[config.mk]
export PLATFORM = sky130hd
export DESIGN_NAME = binary_subtractor_serial
export DESIGN_NICKNAME = d
export VERILOG_FILES = /design/src/rtl/binary_subtractor_serial.sv
export SDC_FILE = /design/constraint.sdc
export NUM_CORES = 1
export LEC_CHECK = 0
export CAP_MARGIN = 20
export CORE_MARGIN = 1.5
export CORE_UTILIZATION = 35
export CTS_CLUSTER_DIAMETER = 120
export CTS_CLUSTER_SIZE = 30
export DETAILED_ROUTE_END_ITERATION = 8
export PLACE_DENSITY = 0.64
export SYNTH_ARGS = -nofsm -noshare
export SYNTH_HDL_FRONTEND = slang
export SYNTH_SLANG_ARGS = --single-unit
[constraint.sdc]
create_clock -name clk -period 2.7 [get_ports clk]
set_input_delay 0.405 -clock clk [delete_from_list [all_inputs] [get_ports clk]]
set_output_delay 0.405 -clock clk [all_outputs]
set_load 0.05 [all_outputs]
[src/rtl/binary_subtractor_serial.sv]
// Serial multi-cycle subtractor: computes a - b - in_borrow one SLICE-bit slice per clock,
// least-significant slice first, with valid/ready handshakes on both sides and
// unsigned borrow, signed overflow and zero flags on the result.
module binary_subtractor_serial #(
    parameter int unsigned WIDTH = 16,
    parameter int unsigned SLICE = 4
) (
    input  logic             clk,
    input  logic             rst,
    input  logic             in_valid,
    output logic             in_ready,
    input  logic [WIDTH-1:0] a,
    input  logic [WIDTH-1:0] b,
    input  logic             in_borrow,
    output logic             out_valid,
    input  logic             out_ready,
    output logic [WIDTH-1:0] difference,
    output logic             out_borrow,
    output logic             overflow,
    output logic             zero
);

    // WIDTH must be a multiple of SLICE.
    localparam int unsigned NSLICE = WIDTH / SLICE;
    localparam int unsigned KW     = (NSLICE > 1) ? $clog2(NSLICE) : 1;
    localparam logic [KW-1:0] KLast = KW'(NSLICE - 1);

    typedef enum logic [1:0] {
        StIdle,
        StRun,
        StDone
    } state_e;

    state_e           state_q;
    logic [KW-1:0]    k_q;
    // Operands shift right one slice per RUN cycle so the active slice is always at the bottom.
    logic [WIDTH-1:0] a_q;
    logic [WIDTH-1:0] b_q;
    // Sign bits of the captured operands, kept aside because the operand registers shift.
    logic             a_msb_q;
    logic             b_msb_q;
    logic             borrow_q;
    // Partial result; each new slice enters at the top and moves down, ending LSB-aligned.
    logic [WIDTH-1:0] work_q;
    logic [WIDTH-1:0] difference_q;
    logic             out_borrow_q;
    logic             overflow_q;
    logic             zero_q;
    logic             out_valid_q;

    logic [SLICE-1:0] a_slice;
    logic [SLICE-1:0] b_slice;
    logic [SLICE:0]   slice_sub;
    logic             borrow_d;
    logic [WIDTH-1:0] work_d;
    logic [WIDTH-1:0] a_d;
    logic [WIDTH-1:0] b_d;
    logic             overflow_d;
    logic             zero_d;

    // Slice subtraction and next values of the shifting datapath registers.
    always_comb begin
        a_slice    = a_q[SLICE-1:0];
        b_slice    = b_q[SLICE-1:0];
        // One extra bit so the borrow out of the slice lands in the MSB.
        slice_sub  = {1'b0, a_slice} - {1'b0, b_slice} - {{SLICE{1'b0}}, borrow_q};
        borrow_d   = slice_sub[SLICE];
        work_d     = WIDTH'({slice_sub[SLICE-1:0], work_q} >> SLICE);
        a_d        = a_q >> SLICE;
        b_d        = b_q >> SLICE;
        // Only meaningful on the last slice, when work_d holds the complete difference.
        overflow_d = (a_msb_q != b_msb_q) && (work_d[WIDTH-1] != a_msb_q);
        zero_d     = (work_d == '0);
    end

    assign in_ready   = (state_q == StIdle) && !rst;
    assign out_valid  = out_valid_q;
    assign difference = difference_q;
    assign out_borrow = out_borrow_q;
    assign overflow   = overflow_q;
    assign zero       = zero_q;

    // Control FSM with registered result and flags; reset wins over every other event.
    always_ff @(posedge clk) begin
        if (rst) begin
            state_q      <= StIdle;
            k_q          <= '0;
            a_q          <= '0;
            b_q          <= '0;
            a_msb_q      <= 1'b0;
            b_msb_q      <= 1'b0;
            borrow_q     <= 1'b0;
            work_q       <= '0;
            difference_q <= '0;
            out_borrow_q <= 1'b0;
            overflow_q   <= 1'b0;
            zero_q       <= 1'b0;
            out_valid_q  <= 1'b0;
        end else begin
            unique case (state_q)
                StIdle: begin
                    if (in_valid) begin
                        a_q      <= a;
                        b_q      <= b;
                        a_msb_q  <= a[WIDTH-1];
                        b_msb_q  <= b[WIDTH-1];
                        borrow_q <= in_borrow;
                        work_q   <= '0;
                        k_q      <= '0;
                        state_q  <= StRun;
                    end
                end
                StRun: begin
                    a_q      <= a_d;
                    b_q      <= b_d;
                    work_q   <= work_d;
                    borrow_q <= borrow_d;
                    if (k_q == KLast) begin
                        k_q          <= '0;
                        difference_q <= work_d;
                        out_borrow_q <= borrow_d;
                        overflow_q   <= overflow_d;
                        zero_q       <= zero_d;
                        out_valid_q  <= 1'b1;
                        state_q      <= StDone;
                    end else begin
                        k_q <= k_q + 1'b1;
                    end
                end
                StDone: begin
                    if (out_ready) begin
                        out_valid_q <= 1'b0;
                        state_q     <= StIdle;
                    end
                end
                default: begin
                    state_q <= StIdle;
                end
            endcase
        end
    end

endmodule
==> results of run 1 <==
## per-layer routing
layer	up-vias	wire length [µm]	global-route usage (%)
met5	-	0	0
met1	1235	3390	21.7
met4	0	76	7.72
met2	60	3180	24.6
met3	8	278	3.16
li1	1367	-	-
## critical path: stages, from the launching register on
cell and delay (ps):
dfxtp_1 320, inv_1 50, fa_1 530, inv_1 50, ha_1 170, o21a_1 190, or3_4 350, a211o_1 310
a311oi_2 240
## registers in the layout, indices dropped and copies added (netlist names)
| signal | count |
|---|---|
| a_q | 16 |
| a_msb_q | 1 |
| borrow_q | 1 |
| state_q | 2 |
| difference | 16 |
| zero | 1 |
| out_valid | 1 |
| b_msb_q | 1 |
| work_q | 12 |
| b_q | 16 |
| out_borrow | 1 |
| overflow | 1 |
| k_q | 2 |
## per-stage QoR
stage | cell area, µm² | power (µW) | worst slack [ps] | std cells | utilization, %
after CTS | 3800 | 2280 | 381 | 527 | 45.8
after detailed placement | 3640 | 1550 | 395 | 513 | 43.8
after global placement | 3640 | 1540 | 449 | 513 | 43.8
final | 3800 | 2250 | 396 | 527 | 45.8
after floorplan | 3020 | 1420 | 442 | 376 | -
after global routing | 3800 | 2370 | 290 | 527 | 45.8
## cell usage in the layout (no fill, tap or decap), drive strengths merged, types with 2 or more instances in the layout
cell           instances
nand2                101
dfxtp                 71
clkdlybuf4s50         56
a21oi                 40
nor2                  34
a311oi                25
nand3                 22
clkbuf                13
inv                    9
ha                     7
buf                    7
a211oi                 4
nor3                   3
nor4                   3
nand2b                 3
a31oi                  2
nor2b                  2
xnor2                  2
o21ai                  2
fa                     2
nor3b                  2
## logic make-up (layout without fill, tap and decap cells)
kind of cell / count (synthesis) / count (layout)
AOI/OAI and AO/OA: 76 / 76
buffers and inverters: 40 / 86
DFF: 71 / 71
adders and majority gates: 9 / 9
and+or+nand+nor: 177 / 177
xor gates and xnor gates: 3 / 3
## worst paths after layout
check | end | start
setup / recovery | overflow$_SDFFE_PP0P_ | b_q[0]$_SDFFE_PP0P_
hold / removal | a_msb_q$_SDFFE_PP0P_ | a_msb_q$_SDFFE_PP0P_
setup reg to reg | overflow$_SDFFE_PP0P_ | b_q[0]$_SDFFE_PP0P_
hold reg to reg | a_msb_q$_SDFFE_PP0P_ | a_msb_q$_SDFFE_PP0P_
## layout make-up
type                    count  area (µm²)
clock buffers              13         159
clock inverters             1        5.00
fillers                   822        4500
inverters                   9        33.8
multi-input cells         265        1430
flip-flops and latches     71        1420
well taps                 105         131
repair buffers             63         623
## power groups by stage
stage                     clock [µW]  sequential (µW)  combinational (µW)
after global routing             793             1150                 423
after detailed placement           0             1170                 380
after floorplan                    0             1160                 263
after global placement             0             1170                 371
final                            724             1150                 378
after CTS                        754             1150                 383
==> impl_results.md, run 1 <==
* Initial Util at 36.4%
* Post-Synth Adder-Cell Area at 4.23%
* Reg2reg path depth at 8
* Hold Path Class: reg -> reg
* Vias in the first global route at 2371
* Internal power at about 1600 µW
* Num rows at 33
* Worst R2R Setup Slack at 400 ps
* Die width at 95.9 µm
* DR WL/cell at 13.1 µm
* Logic pwr share at 16.8%
* Die area at about 9200 µm²
* RSZ-0062 raised after global routing: no
* Fin Clk Skew at 5.59 ps
* Overall routed net length at 6.93 mm
* Setup Fix Bufs, Post-CTS at 0
* Initial antenna violation count at 0
* Ys Warns at 0
* Flop pwr share at 51.0%
* Compound-cell area share of the yosys netlist at 16.8%
* DRT iter0 DRCs at ~140
* Startpoint types: register
* Pin count of the biggest net entering global routing at 73
* Total GRT Usage at between 10% and 20%
* Final global-route overflow total at 0
* Synth Register Bits at between 70 and 80
* Number of synthesized flops with an enable pin at 0
* Chip height at between 90 and 100 µm
* Share of the synthesized area in the top cell type at 47.1%
* Via count at 2670
* Setup violations, final at 0
* Cells after synthesis at 376
* Yosys top cell by area: dfxtp_1
* Layout cells sized above 1 at 6.16%
* Critical-path maximum fanout at 5
* Sequential share of the synthesized area at between 40% and 50%
* Clock Latency Late Sink at 340 ps
* DR vias/cell at 5.07
* Layout area overhead at 25.9%
* CP required at ~3000 ps
* Minimum clock period at between 2000 and 2500 ps
* Final TNS setup at 0 ps
* # diodes at 0
* Final nets at about 470
* Most common cell in the netlist: nand2_1
* Hold buffers post-CTS at 0
* Clk pwr share at 32.2%
* Commonest cells in the netlist: nand2_1 (101), dfxtp_1 (71), a21oi_1 (40)
* H-tree Lvls at 3
* Psw at 603 µW
* WHS at 456 ps
* Maximum VDD drop at approximately 0.00023 V
* TritonCTS clock tree: done
* # IOs at 58
* Worst path arrival time at 2560 ps
* DR pass1 iterations at 4
* Pwr Density at around 590 nW/µm²
* Combinational family with the most area after synthesis: simple AND/OR/NAND/NOR gates
* Clk root buf: clkbuf_8
* Syn_area_per_cell at 8.03 µm²
* Clk sink count at 71
* Net Sw Frac at 26.8%
* CTS max path bufs at 2
* GPL Wtd Cong at 0.856
* Worst-Margin Slew at 748 ps
* Slew HR at 50.2%
* Area contributors post-synth: dfxtp_1 (47%), nand2_1 (13%), a311oi_1 (7.0%), a21oi_1 (6.6%), nor2_1 (4.2%)
* PostCTS Resize Cnt at 0
* Netlist cell types at 37
* Status: finished, final reports clean
* Port buffer count at 57
* Antenna viol nets, final at 0
* Max Transition Viols Final at 0
* Area of the mapped netlist at between 3000 and 4000 µm²
* Net Count, Synth at approximately 420
* Clock transition at the registers of the reported paths at 60 ps
* Synth Flop Type: dfxtp_1
* Core area at 8300 µm²
* Simple-gate share of the synthesized area at roughly a quarter
* Mux share of post-synthesis cell area at 0%
* Final hold vios at 0
* Drt drc at 0
* Max Clk Rate at 434 MHz
* Asr flop ratio synth at 0%
* Post-synthesis xor/xnor area fraction at 0.870%
* Critical path class: reg -> reg
* Post-DP HPWL at 4.60 mm
* Total CTS buffers at 9
* Hold path depth at 2
* First-pass GRT wire length at 11.3 mm
* Static leakage at 0.00136 µW
* Max_cap viols at 0
* Critical path capture point type: register
* Final Cycle Share at 85.3%
No activity file was read; power rests on OpenSTA's default activity.
==> run 2, diff against run 1 <==
--- a/config.mk
+++ b/config.mk
@@ -12,6 +12,7 @@
 export CTS_CLUSTER_SIZE = 30
 export DETAILED_ROUTE_END_ITERATION = 8
 export PLACE_DENSITY = 0.64
+export SETUP_SLACK_MARGIN = 0.3
 export SYNTH_ARGS = -nofsm -noshare
 export SYNTH_HDL_FRONTEND = slang
 export SYNTH_SLANG_ARGS = --single-unit
==> run 2 against run 1 <==
Sequential share of layout area did not move. Critical path type unchanged. Via count did not move. Register-to-register slack barely moved. Power barely moved. Clock skew barely moved. Cell count did not move.
==> impl_results.md, run 2 (synthesis results as in run 1) <==
* Final hold vios at 0
* Critical-path maximum fanout at 5
* Overall routed net length at around 6.9 mm
* Pin count of the biggest net entering global routing at between 70 and 80
* Initial Util at 36.4%
* Setup Fix Bufs, Post-CTS at 0
* # diodes at 0
* Post-DP HPWL at 4.60 mm
* Area taken by flip-flops and latches at 1420 µm²
* Core area at 8300 µm²
* Die area at between 9000 and 10000 µm²
* Status: finished, final reports clean
* Layout area overhead at 25.9%
* Num rows at 33
* Clk root buf: clkbuf_8
* # IOs at 58
* Startpoint types: register
* DR pass1 iterations at 4
* # fillers at 822
* Static leakage at 0.00136 µW
* GPL Wtd Cong at roughly 0.86
* Total CTS buffers at 9
* Final global-route overflow total at 0
* Layout cells sized above 1 at 6.16%
* Vias in the first global route at 2371
* Critical path class: reg -> reg
* Antenna viol nets, final at 0
* Critical path capture point type: register
* Chip height at 95.9 µm
* Setup violations, final at 0
* Hold Path Class: reg -> reg
* Critical path's largest stage delay at 560 ps
* Port buffer count at 57
* Worst-Margin Slew at 748 ps
* Worst R2R Setup Slack at 410 ps
* DRT iter0 DRCs at 137
* Max Transition Viols Final at 0
* Maximum VDD drop at between 0.0002 and 0.00025 V
* Most common cell after layout, fill and taps aside: nand2_1
* DR WL/cell at 13.2 µm
* Placed instance area at 3640 µm²
* Clk sink count at between 70 and 80
* Initial antenna violation count at 0
* CTS max path bufs at 2
* Fin Clk Skew at 5.59 ps
* Minimum clock period at 2290 ps
* Total GRT Usage at 16.1%
* Max_cap viols at 0
* Die width at 95.9 µm
* Finished Cell Area at 3800 µm²
* Via count at 2670
* Clock Latency Late Sink at ~340 ps
* RSZ-0062 raised after global routing: no
* Clock transition at the registers of the reported paths at 60 ps
* Slew HR at 50.2%
* Worst path arrival time at roughly 2600 ps
* Most frequent cells in the layout: nand2_1 (101), dfxtp_1 (71), clkdlybuf4s50_1 (56), a21oi_1 (40), nor2_1 (34)
* CP required at between 2000 and 3000 ps
* Max Clk Rate at 436 MHz
* Final TNS setup at 0 ps
* Multi-input logic area at between 1000 and 1500 µm²
* Hold buffers post-CTS at 0
* Drt drc at 0
* Final Cycle Share at 84.9%
* H-tree Lvls at 3
* Pwr Density at 591 nW/µm²
* First-pass GRT wire length at 11.3 mm
* Final nets at around 470
* TritonCTS clock tree: done
* DR vias/cell at 5.07
* Slowest cell on crit path: fa_1
* Ordered list of cells on the worst path: fa_1, inv_1, ha_1, o21a_1, or3_4, a211o_1, a311oi_2
[run 2: cell counts in the layout (fill, tap and decap cells not counted)]
Identical to the previous run, type by type.
[run 2: critical path, delay by kind of cell, from the launching register on]
family                     cells  cell delay (ps)
adders and majority gates      2              730
and+or+nand+nor                1              350
AOI/OAI and AO/OA              3              740
buffers and inverters          1               50
DFF                            1              330
[run 2: worst paths after layout]
kind                            cells past startpoint            startpoint                     to
worst max register to register                      7   a_q[0]$_SDFFE_PP0P_  overflow$_SDFFE_PP0P_
worst min-delay path                                2  a_msb_q$_SDFFE_PP0P_   a_msb_q$_SDFFE_PP0P_
worst min register to register                      2  a_msb_q$_SDFFE_PP0P_   a_msb_q$_SDFFE_PP0P_
worst max-delay path                                7   a_q[0]$_SDFFE_PP0P_  overflow$_SDFFE_PP0P_
[run 2: final cells by class]
type,count,area share (%)
Sequential cell,71,37.4
Timing Repair Buffer,63,16.4
Clock buffer,13,4.18
Tap cell,105,3.46
Inverter,9,0.888
Multi-Input combinational cell,265,37.6
Clock inverter,1,0.132
[run 2: stage by stage]
step	std cells	hold slack (ps)	setup WS [ps]	power, µW	util (%)
6_report	527	456	407	2250	45.8
2_1_floorplan	376	436	442	1420	-
4_1_cts	527	458	381	2280	45.8
3_5_place_dp	513	448	395	1550	43.8
5_1_grt	527	470	307	2370	45.8
3_3_place_gp	513	445	449	1540	43.8
[run 2: where the power goes]
part	internal, µW	switching (µW)
Sequential	1110	39.5
Combinational	167	212
Clock	373	351
Total	1650	603
[run 2: per-layer routing]
metal	part of all wire (%)	track usage, %	vias up
met3	4.0	3.16	8
met5	0	0	-
met2	46	24.6	60
met4	1.1	7.72	0
met1	49	21.7	1235
li1	-	-	1367
[run 2: what timing repair did]
| action | 4_1_cts | 5_1_grt |
|---|---|---|
| gates resized for setup | 0 | 0 |
| hold endpoints to repair | 0 | 0 |
| endpoints found under the setup margin | 0 | 1 |
